### src/rtl/cycle_sequencer_if.sv
// Bus bundle between the external pins / decoder and cycle_sequencer.
// master: the side that drives pins and decoder feedback (board, decoder, bench).
// slave : the sequencer itself.
interface cycle_sequencer_if;
  // Inputs to the sequencer
  logic       rdy;
  logic       rw;
  logic [7:0] data_in;
  logic       last_cycle;
  logic       nmi_n;
  logic       irq_n;
  logic       i_flag;
  // Outputs from the sequencer
  logic [2:0] t_state;
  logic [7:0] opcode;
  logic       sync;
  logic [1:0] int_kind;
  logic [1:0] vector_sel;
  logic       fault;

  modport master (
    output rdy, rw, data_in, last_cycle, nmi_n, irq_n, i_flag,
    input  t_state, opcode, sync, int_kind, vector_sel, fault
  );

  modport slave (
    input  rdy, rw, data_in, last_cycle, nmi_n, irq_n, i_flag,
    output t_state, opcode, sync, int_kind, vector_sel, fault
  );
endinterface

### src/rtl/cycle_sequencer.sv
// Instruction-cycle sequencer: T-state counter, opcode register, RDY hold,
// and RESET/NMI/IRQ arbitration at instruction boundaries.
// Optional feature: define SEQ_WATCHDOG_EN to turn a T7 overrun into a
// sticky fault plus a forced return to T0.
module cycle_sequencer (
  input  logic             clk_2,
  input  logic             rst,
  cycle_sequencer_if.slave bus
);

  // Advance handshake: a cycle completes when rdy is high or the cycle is a
  // write (rw = 0); writes are never stalled. When the cycle does not
  // complete, every register except the NMI edge detector holds.
  logic       adv;
  logic       eval;
  logic       nmi_edge;

  logic [2:0] t_state_q,  t_state_d;
  logic [7:0] opcode_q,   opcode_d;
  logic [1:0] int_kind_q, int_kind_d;
  logic       nmi_prev_q;
  logic       nmi_latch_q, nmi_latch_d;
`ifdef SEQ_WATCHDOG_EN
  logic       fault_q, fault_d;
`endif

  assign adv      = bus.rdy | ~bus.rw;
  assign eval     = adv & bus.last_cycle;
  assign nmi_edge = nmi_prev_q & ~bus.nmi_n;

  // Next-state for counter, opcode, interrupt kind and NMI latch
  always_comb begin
    t_state_d   = t_state_q;
    opcode_d    = opcode_q;
    int_kind_d  = int_kind_q;
    nmi_latch_d = nmi_latch_q;
`ifdef SEQ_WATCHDOG_EN
    fault_d     = fault_q;
`endif

    if (adv) begin
      if (t_state_q == 3'd0) begin
        // Pending interrupt replaces the fetched opcode with BRK
        opcode_d = (int_kind_q != 2'b00) ? 8'h00 : bus.data_in;
      end

      if (bus.last_cycle) begin
        t_state_d = 3'd0;
      end else if (t_state_q == 3'd0) begin
        t_state_d = 3'd1;
      end else begin
`ifdef SEQ_WATCHDOG_EN
        if (t_state_q == 3'd7) begin
          t_state_d = 3'd0;
          fault_d   = 1'b1;
        end else begin
          t_state_d = t_state_q + 3'd1;
        end
`else
        t_state_d = t_state_q + 3'd1;
`endif
      end
    end

    // Boundary arbitration: NMI over IRQ over none
    if (eval) begin
      if (nmi_latch_q) begin
        int_kind_d  = 2'b01;
        nmi_latch_d = 1'b0;
      end else if (!bus.irq_n && !bus.i_flag) begin
        int_kind_d  = 2'b10;
      end else begin
        int_kind_d  = 2'b00;
      end
    end

    // A fresh NMI edge wins over a same-cycle clear
    if (nmi_edge) begin
      nmi_latch_d = 1'b1;
    end
  end

  // State registers; reset puts the core into the RESET BRK sequence at T1
  always_ff @(posedge clk_2 or negedge rst) begin
    if (!rst) begin
      t_state_q   <= 3'd1;
      opcode_q    <= 8'h00;
      int_kind_q  <= 2'b11;
      nmi_prev_q  <= 1'b1;
      nmi_latch_q <= 1'b0;
    end else begin
      t_state_q   <= t_state_d;
      opcode_q    <= opcode_d;
      int_kind_q  <= int_kind_d;
      nmi_prev_q  <= bus.nmi_n;
      nmi_latch_q <= nmi_latch_d;
    end
  end

`ifdef SEQ_WATCHDOG_EN
  // Sticky overrun flag, cleared only by reset
  always_ff @(posedge clk_2 or negedge rst) begin
    if (!rst) begin
      fault_q <= 1'b0;
    end else begin
      fault_q <= fault_d;
    end
  end
  assign bus.fault = fault_q;
`else
  assign bus.fault = 1'b0;
`endif

  // Vector select for the decoder: NMI->FFFA, RESET->FFFC, IRQ/BRK->FFFE
  always_comb begin
    bus.vector_sel = 2'b11;
    case (int_kind_q)
      2'b01:   bus.vector_sel = 2'b01;
      2'b11:   bus.vector_sel = 2'b10;
      default: bus.vector_sel = 2'b11;
    endcase
  end

  assign bus.t_state  = t_state_q;
  assign bus.opcode   = opcode_q;
  assign bus.int_kind = int_kind_q;
  assign bus.sync     = (t_state_q == 3'd0);

endmodule

### src/flat_wrapper.sv
// flat-port wrapper written by rule: the top's interface ports become plain ports
module cycle_sequencer_flat 
  (clk_2, rst, bus_rdy, bus_rw, bus_data_in, bus_last_cycle, bus_nmi_n, bus_irq_n, bus_i_flag, bus_t_state, bus_opcode, bus_sync, bus_int_kind, bus_vector_sel, bus_fault);
  cycle_sequencer_if bus_i ();
  input  logic clk_2;
  input  logic rst;
  input wire logic [$bits(bus_i.rdy)-1:0] bus_rdy;
  input wire logic [$bits(bus_i.rw)-1:0] bus_rw;
  input wire logic [$bits(bus_i.data_in)-1:0] bus_data_in;
  input wire logic [$bits(bus_i.last_cycle)-1:0] bus_last_cycle;
  input wire logic [$bits(bus_i.nmi_n)-1:0] bus_nmi_n;
  input wire logic [$bits(bus_i.irq_n)-1:0] bus_irq_n;
  input wire logic [$bits(bus_i.i_flag)-1:0] bus_i_flag;
  output wire logic [$bits(bus_i.t_state)-1:0] bus_t_state;
  output wire logic [$bits(bus_i.opcode)-1:0] bus_opcode;
  output wire logic [$bits(bus_i.sync)-1:0] bus_sync;
  output wire logic [$bits(bus_i.int_kind)-1:0] bus_int_kind;
  output wire logic [$bits(bus_i.vector_sel)-1:0] bus_vector_sel;
  output wire logic [$bits(bus_i.fault)-1:0] bus_fault;
  assign bus_i.rdy = bus_rdy;
  assign bus_i.rw = bus_rw;
  assign bus_i.data_in = bus_data_in;
  assign bus_i.last_cycle = bus_last_cycle;
  assign bus_i.nmi_n = bus_nmi_n;
  assign bus_i.irq_n = bus_irq_n;
  assign bus_i.i_flag = bus_i_flag;
  assign bus_t_state = bus_i.t_state;
  assign bus_opcode = bus_i.opcode;
  assign bus_sync = bus_i.sync;
  assign bus_int_kind = bus_i.int_kind;
  assign bus_vector_sel = bus_i.vector_sel;
  assign bus_fault = bus_i.fault;
  cycle_sequencer u_core (.clk_2(clk_2), .rst(rst), .bus(bus_i));
endmodule
### config.mk
export PLATFORM = sky130hd
export DESIGN_NAME = cycle_sequencer_flat
export DESIGN_NICKNAME = d
export VERILOG_FILES = /design/src/rtl/cycle_sequencer_if.sv /design/src/rtl/cycle_sequencer.sv /design/src/flat_wrapper.sv
export SDC_FILE = /design/constraint.sdc
export NUM_CORES = 1
export LEC_CHECK = 0
export ABC_CLOCK_PERIOD_IN_PS = 2210
export BUFFER_PORTS_ARGS = -buffer_cell sky130_fd_sc_hd__buf_2
export CAP_MARGIN = 20
export CORE_ASPECT_RATIO = 0.7
export CORE_UTILIZATION = 35
export DETAILED_ROUTE_END_ITERATION = 7
export GPL_ROUTABILITY_DRIVEN = 1
export PLACE_DENSITY = 0.69
export SLEW_MARGIN = 20
export SYNTH_ARGS = -nofsm -noshare
export SYNTH_HDL_FRONTEND = slang
export SYNTH_SLANG_ARGS = --single-unit
### constraint.sdc
create_clock -name clk_2 -period 2.21 [get_ports clk_2]
set_input_delay 0.221 -clock clk_2 [delete_from_list [all_inputs] [get_ports clk_2]]
set_output_delay 0.221 -clock clk_2 [all_outputs]
set_load 0.05 [all_outputs]
# == Yosys cells after proc, flatten, opt, wreduce, memory -nomap -nowiden ==
# Index checks and enable logic that the tools add are counted.
# word_totals
in_bits,16
regBits,15
out_inout_bits,17
elab_cells,28
# op_classes
bitwise,5
reduce_logical,7
n_addsub,1
n_eq_ne,2
muxes,8
# op_table
operator,n
8-bit two-way mux,1
3-bit two-way mux,2
2-bit two-way mux,2
2-bit case mux with 2 select lines,1
2-bit nonzero test,2
"3-bit by 1-bit adder with 3-bit output, second input constant",1
3-bit zero test,1
1-bit AND,2
"2-bit by 1-bit == test with 1-bit output, second input constant",1
"2-bit == test, second input constant",1
1-bit zero test,2
1-bit two-way mux,2
1-bit NOT,2
2-bit AND reduction,1
1-bit logical AND,1
1-bit bitwise OR,1

# == Longest topological paths before layout ==
# logic_depth
word_depth,5
mapped_depth,7
ltp_nobuf,5

# == Worst setup path before layout ==
# No wires, ideal clock.
# synth_timing
path_kind,flip-flop to output port
from,"register u_core.t_state_q[0], in the netlist u_core.bus.t_state[0]"
to,output bus_sync
arrival_ns,1.446
stages_incl_launch_ff,7
t_required_ns,1.989
path_buffers,2
path_slack_ns,0.543
path_cell_list,dfstp_2 > inv_1 > ha_1 > nand2b_1 > buf_2 > buf_6 > inv_2
# synth_via
elab_chain_len,1
# synth_lines
item,line_no,source
from (decl),cycle_sequencer.sv:18,"logic [2:0] t_state_q, t_state_d;"
from (signal assigned),cycle_sequencer.sv:92,t_state_q <= t_state_d;
3-bit zero test,cycle_sequencer.sv:127,assign bus.sync = (t_state_q == 3'd0);
to (decl),flat_wrapper.sv:16,output wire logic [$bits(bus_i.sync)-1:0] bus_sync;
# Every way passes these cells.

# == Worst setup path after layout ==
# Ends and elaborated chain as after synthesis.

==> qor.yml <==
status: "finished clean"
crit_type: "register to output port"
cp-end-kind: "output port"
die_area_mm2: 0.00221
root_buffer: "clkbuf_4"
grt.overflow.total: 0
max_slew.worst_pin.slew_ps: 536
dp_hpwl_um: 1140
cp-start-kind: "register"
drive_gt1_share_pct: 39.8
seq_area_um2: 380
setup_violations: 0
yosys.cell_types.count: 23
clockBufferDepth: 2
finalCriticalPeriod_ps: 1920
io_buffers: 31
ioPinCount: 33
dpl_worst_slack_ps: 600
avgSynthCellArea_um2: 10.1
ir_worst_vdd_mv: 0.808
ctsResizeCount: 0
cts.clk_slew.worst_paths_ps: 90
tritoncts.num_buffers: 3
die_w_um: 55.8
ys_ff_latch: 15
cts_htree_levels: 1
min-delay-path-class: "input pin to register"
wl_um: 1510
p_leak_nw: 0.468
syn2layout_area_growth_pct: 28.4
detail_route.iter0.violations: 5
syn-num-nets: 88
drv_slew: 0
drcViolationCount: 0
via_per_inst: 4.86
grt_max_degree: 23
cp.arrival_ps: 1700
fin_skew_ps: 0.902
synth_cells: 70
avgRoutedWirePerCell_um: 12.0
finalHoldViolCount: 0
cts_tree: "done"
power_density_mw_per_mm2: 1100
ys_warn_count: 0
grt_pass1_vias: 569
clock.fmax_ghz: 0.520
antenna_found_initial: 0
die_h_um: 39.7
syn_area_um2: 709
tns_ps: 0
dr.pass1.iters: 3
min_period_over_period_pct: 87.0
rsz0062_at_grt: "no"
synth_area_leaders: "dfrtp_1 39%, dfstp_2 15%, o31ai_1 8.5%, o21ai_1 7.1%, nand2_1 5.3%"
yosys.area.top_type: "dfrtp_1"
critical_path_required_ps: 1990
antenna_left: 0
fin_nets: 122
yosysTopAreaCellShare_pct: 38.8
final.setup.worst_slack_ps: 287
core.rowCount: 13
maxCapViolCount: 0
grt.total_usage_pct: 15.4
multi_input_area_um2: 282
grt_pass1_wl_um: 2430
power.total_w: 0.00100
start_util_pct: 37.6
core_mm2: 0.00189
worst-path-max-fanout: 13
yosysSeqAreaShare_pct: 53.6
maxSlewHeadroom_pct: 64.1
via_count: 607
fillers: 196
gp_congestion: 0.726
insertion_delay_ps: 280
ff2ff_setup_slack_ps: 580
cts_sinks: 15
holdWs_ps: 43.1
diodes: 0
cell usage in the layout, fill, tap and decap left out:
| master | n |
|---|---|
| clkbuf_1 | 1 |
| ha_1 | 2 |
| conb_1 | 1 |
| mux2_1 | 2 |
| o31ai_1 | 8 |
| buf_4 | 2 |
| dfstp_2 | 4 |
| a22o_1 | 1 |
| dlygate4sd3_1 | 1 |
| inv_1 | 3 |
| nor3_1 | 1 |
| clkbuf_4 | 3 |
| buf_2 | 31 |
| o21ai_0 | 1 |
| o21ai_1 | 10 |
| a21o_1 | 1 |
| a211oi_1 | 1 |
| dfrtp_1 | 11 |
| nor2_1 | 2 |
| nand2b_1 | 4 |
| nor2b_1 | 1 |
| inv_2 | 1 |
| nand2_1 | 10 |
| or4b_1 | 1 |
Yosys cell counts:
cell / count
a22o_1: 1
dfstp_2: 4
buf_1: 1
buf_4: 1
nor2_1: 2
buf_6: 1
o31ai_1: 8
nand2b_1: 4
conb_1: 1
a211oi_1: 1
a21o_1: 1
dfrtp_1: 11
o21ai_1: 10
nor3_1: 1
inv_1: 3
or4b_1: 1
inv_2: 1
nor2b_1: 1
nand2_1: 10
ha_1: 2
o21ai_0: 1
buf_2: 2
mux2_1: 2
final timing paths:
check | from | to | cells past startpoint
worst max-delay path | u_core.bus.t_state[0] | bus_sync | 5
worst min-delay path | bus_nmi_n | u_core.nmi_prev_q | 1
worst max register to register | u_core.bus.t_state[0] | u_core.bus.opcode[5] | 6
worst min register to register | u_core.bus.opcode[2] | u_core.bus.opcode[2] | 2
max in group asynchronous | rst | u_core.nmi_prev_q | 2
min in group asynchronous | rst | u_core.bus.opcode[0] | 2
through the flow:
step	utilization, %	std cells	cell area, um^2
after floorplan	-	70	709
after global placement	46.4	120	875
after detailed placement	46.4	120	875
after CTS	48.3	125	911
after global routing	48.3	125	911
final	48.3	125	911
state kept, by name (all words and copies together), names as in the netlist:
name                 count
u_core.bus.t_state       3
u_core.nmi_prev_q        1
u_core.nmi_latch_q       1
u_core.bus.int_kind      2
u_core.bus.opcode        8
metal layers:
layer  track usage [%]  share of wire [%]  vias up
met1              17.0                 47      281
met4              3.66                  0        0
met2              27.7                 48       18
li1                  -                  -      308
met3              7.26                5.3        0
met5                 0                  0        -
timing repair:
| action | in CTS | in global routing |
|---|---|---|
| buffers inserted | 0 | 0 |
| endpoints found under the hold margin | 11 | 0 |
| hold buffers | 1 | 0 |
cells by family (layout without fill, tap and decap cells):
kind of cell,after synthesis,in the layout,share of synthesized area [%]
AND/OR/NAND/NOR,19,19,12.9
multiplexers,2,2,3.17
adder cells (fa/ha/maj),2,2,3.53
flip-flops,15,15,53.6
other,1,1,0.529
buffers and inverters,9,42,6.70
AO/OA/AOI/OAI,22,22,19.6
layout make-up:
class / instances / share of cell area [%]
repair buffers: 34 / 19.8
well taps: 22 / 3.02
clock buffers: 4 / 2.88
inverters: 4 / 1.65
flip-flops and latches: 15 / 41.8
multi-input cells: 46 / 30.9
worst max-delay path, cell delays in order, from the launching register on:
cell      delay [ps]
dfstp_2          580
inv_1             50
ha_1             200
nand2b_1         350
inv_2             40
buf_2            210
power by group:
part           switching [W]  total (W)  internal [W]
Clock              0.0000862   0.000156     0.0000700
Combinational       0.000354   0.000467      0.000113
Sequential         0.0000408   0.000381      0.000341
Total               0.000481    0.00100      0.000523
Power figures use the tool's default switching activity.
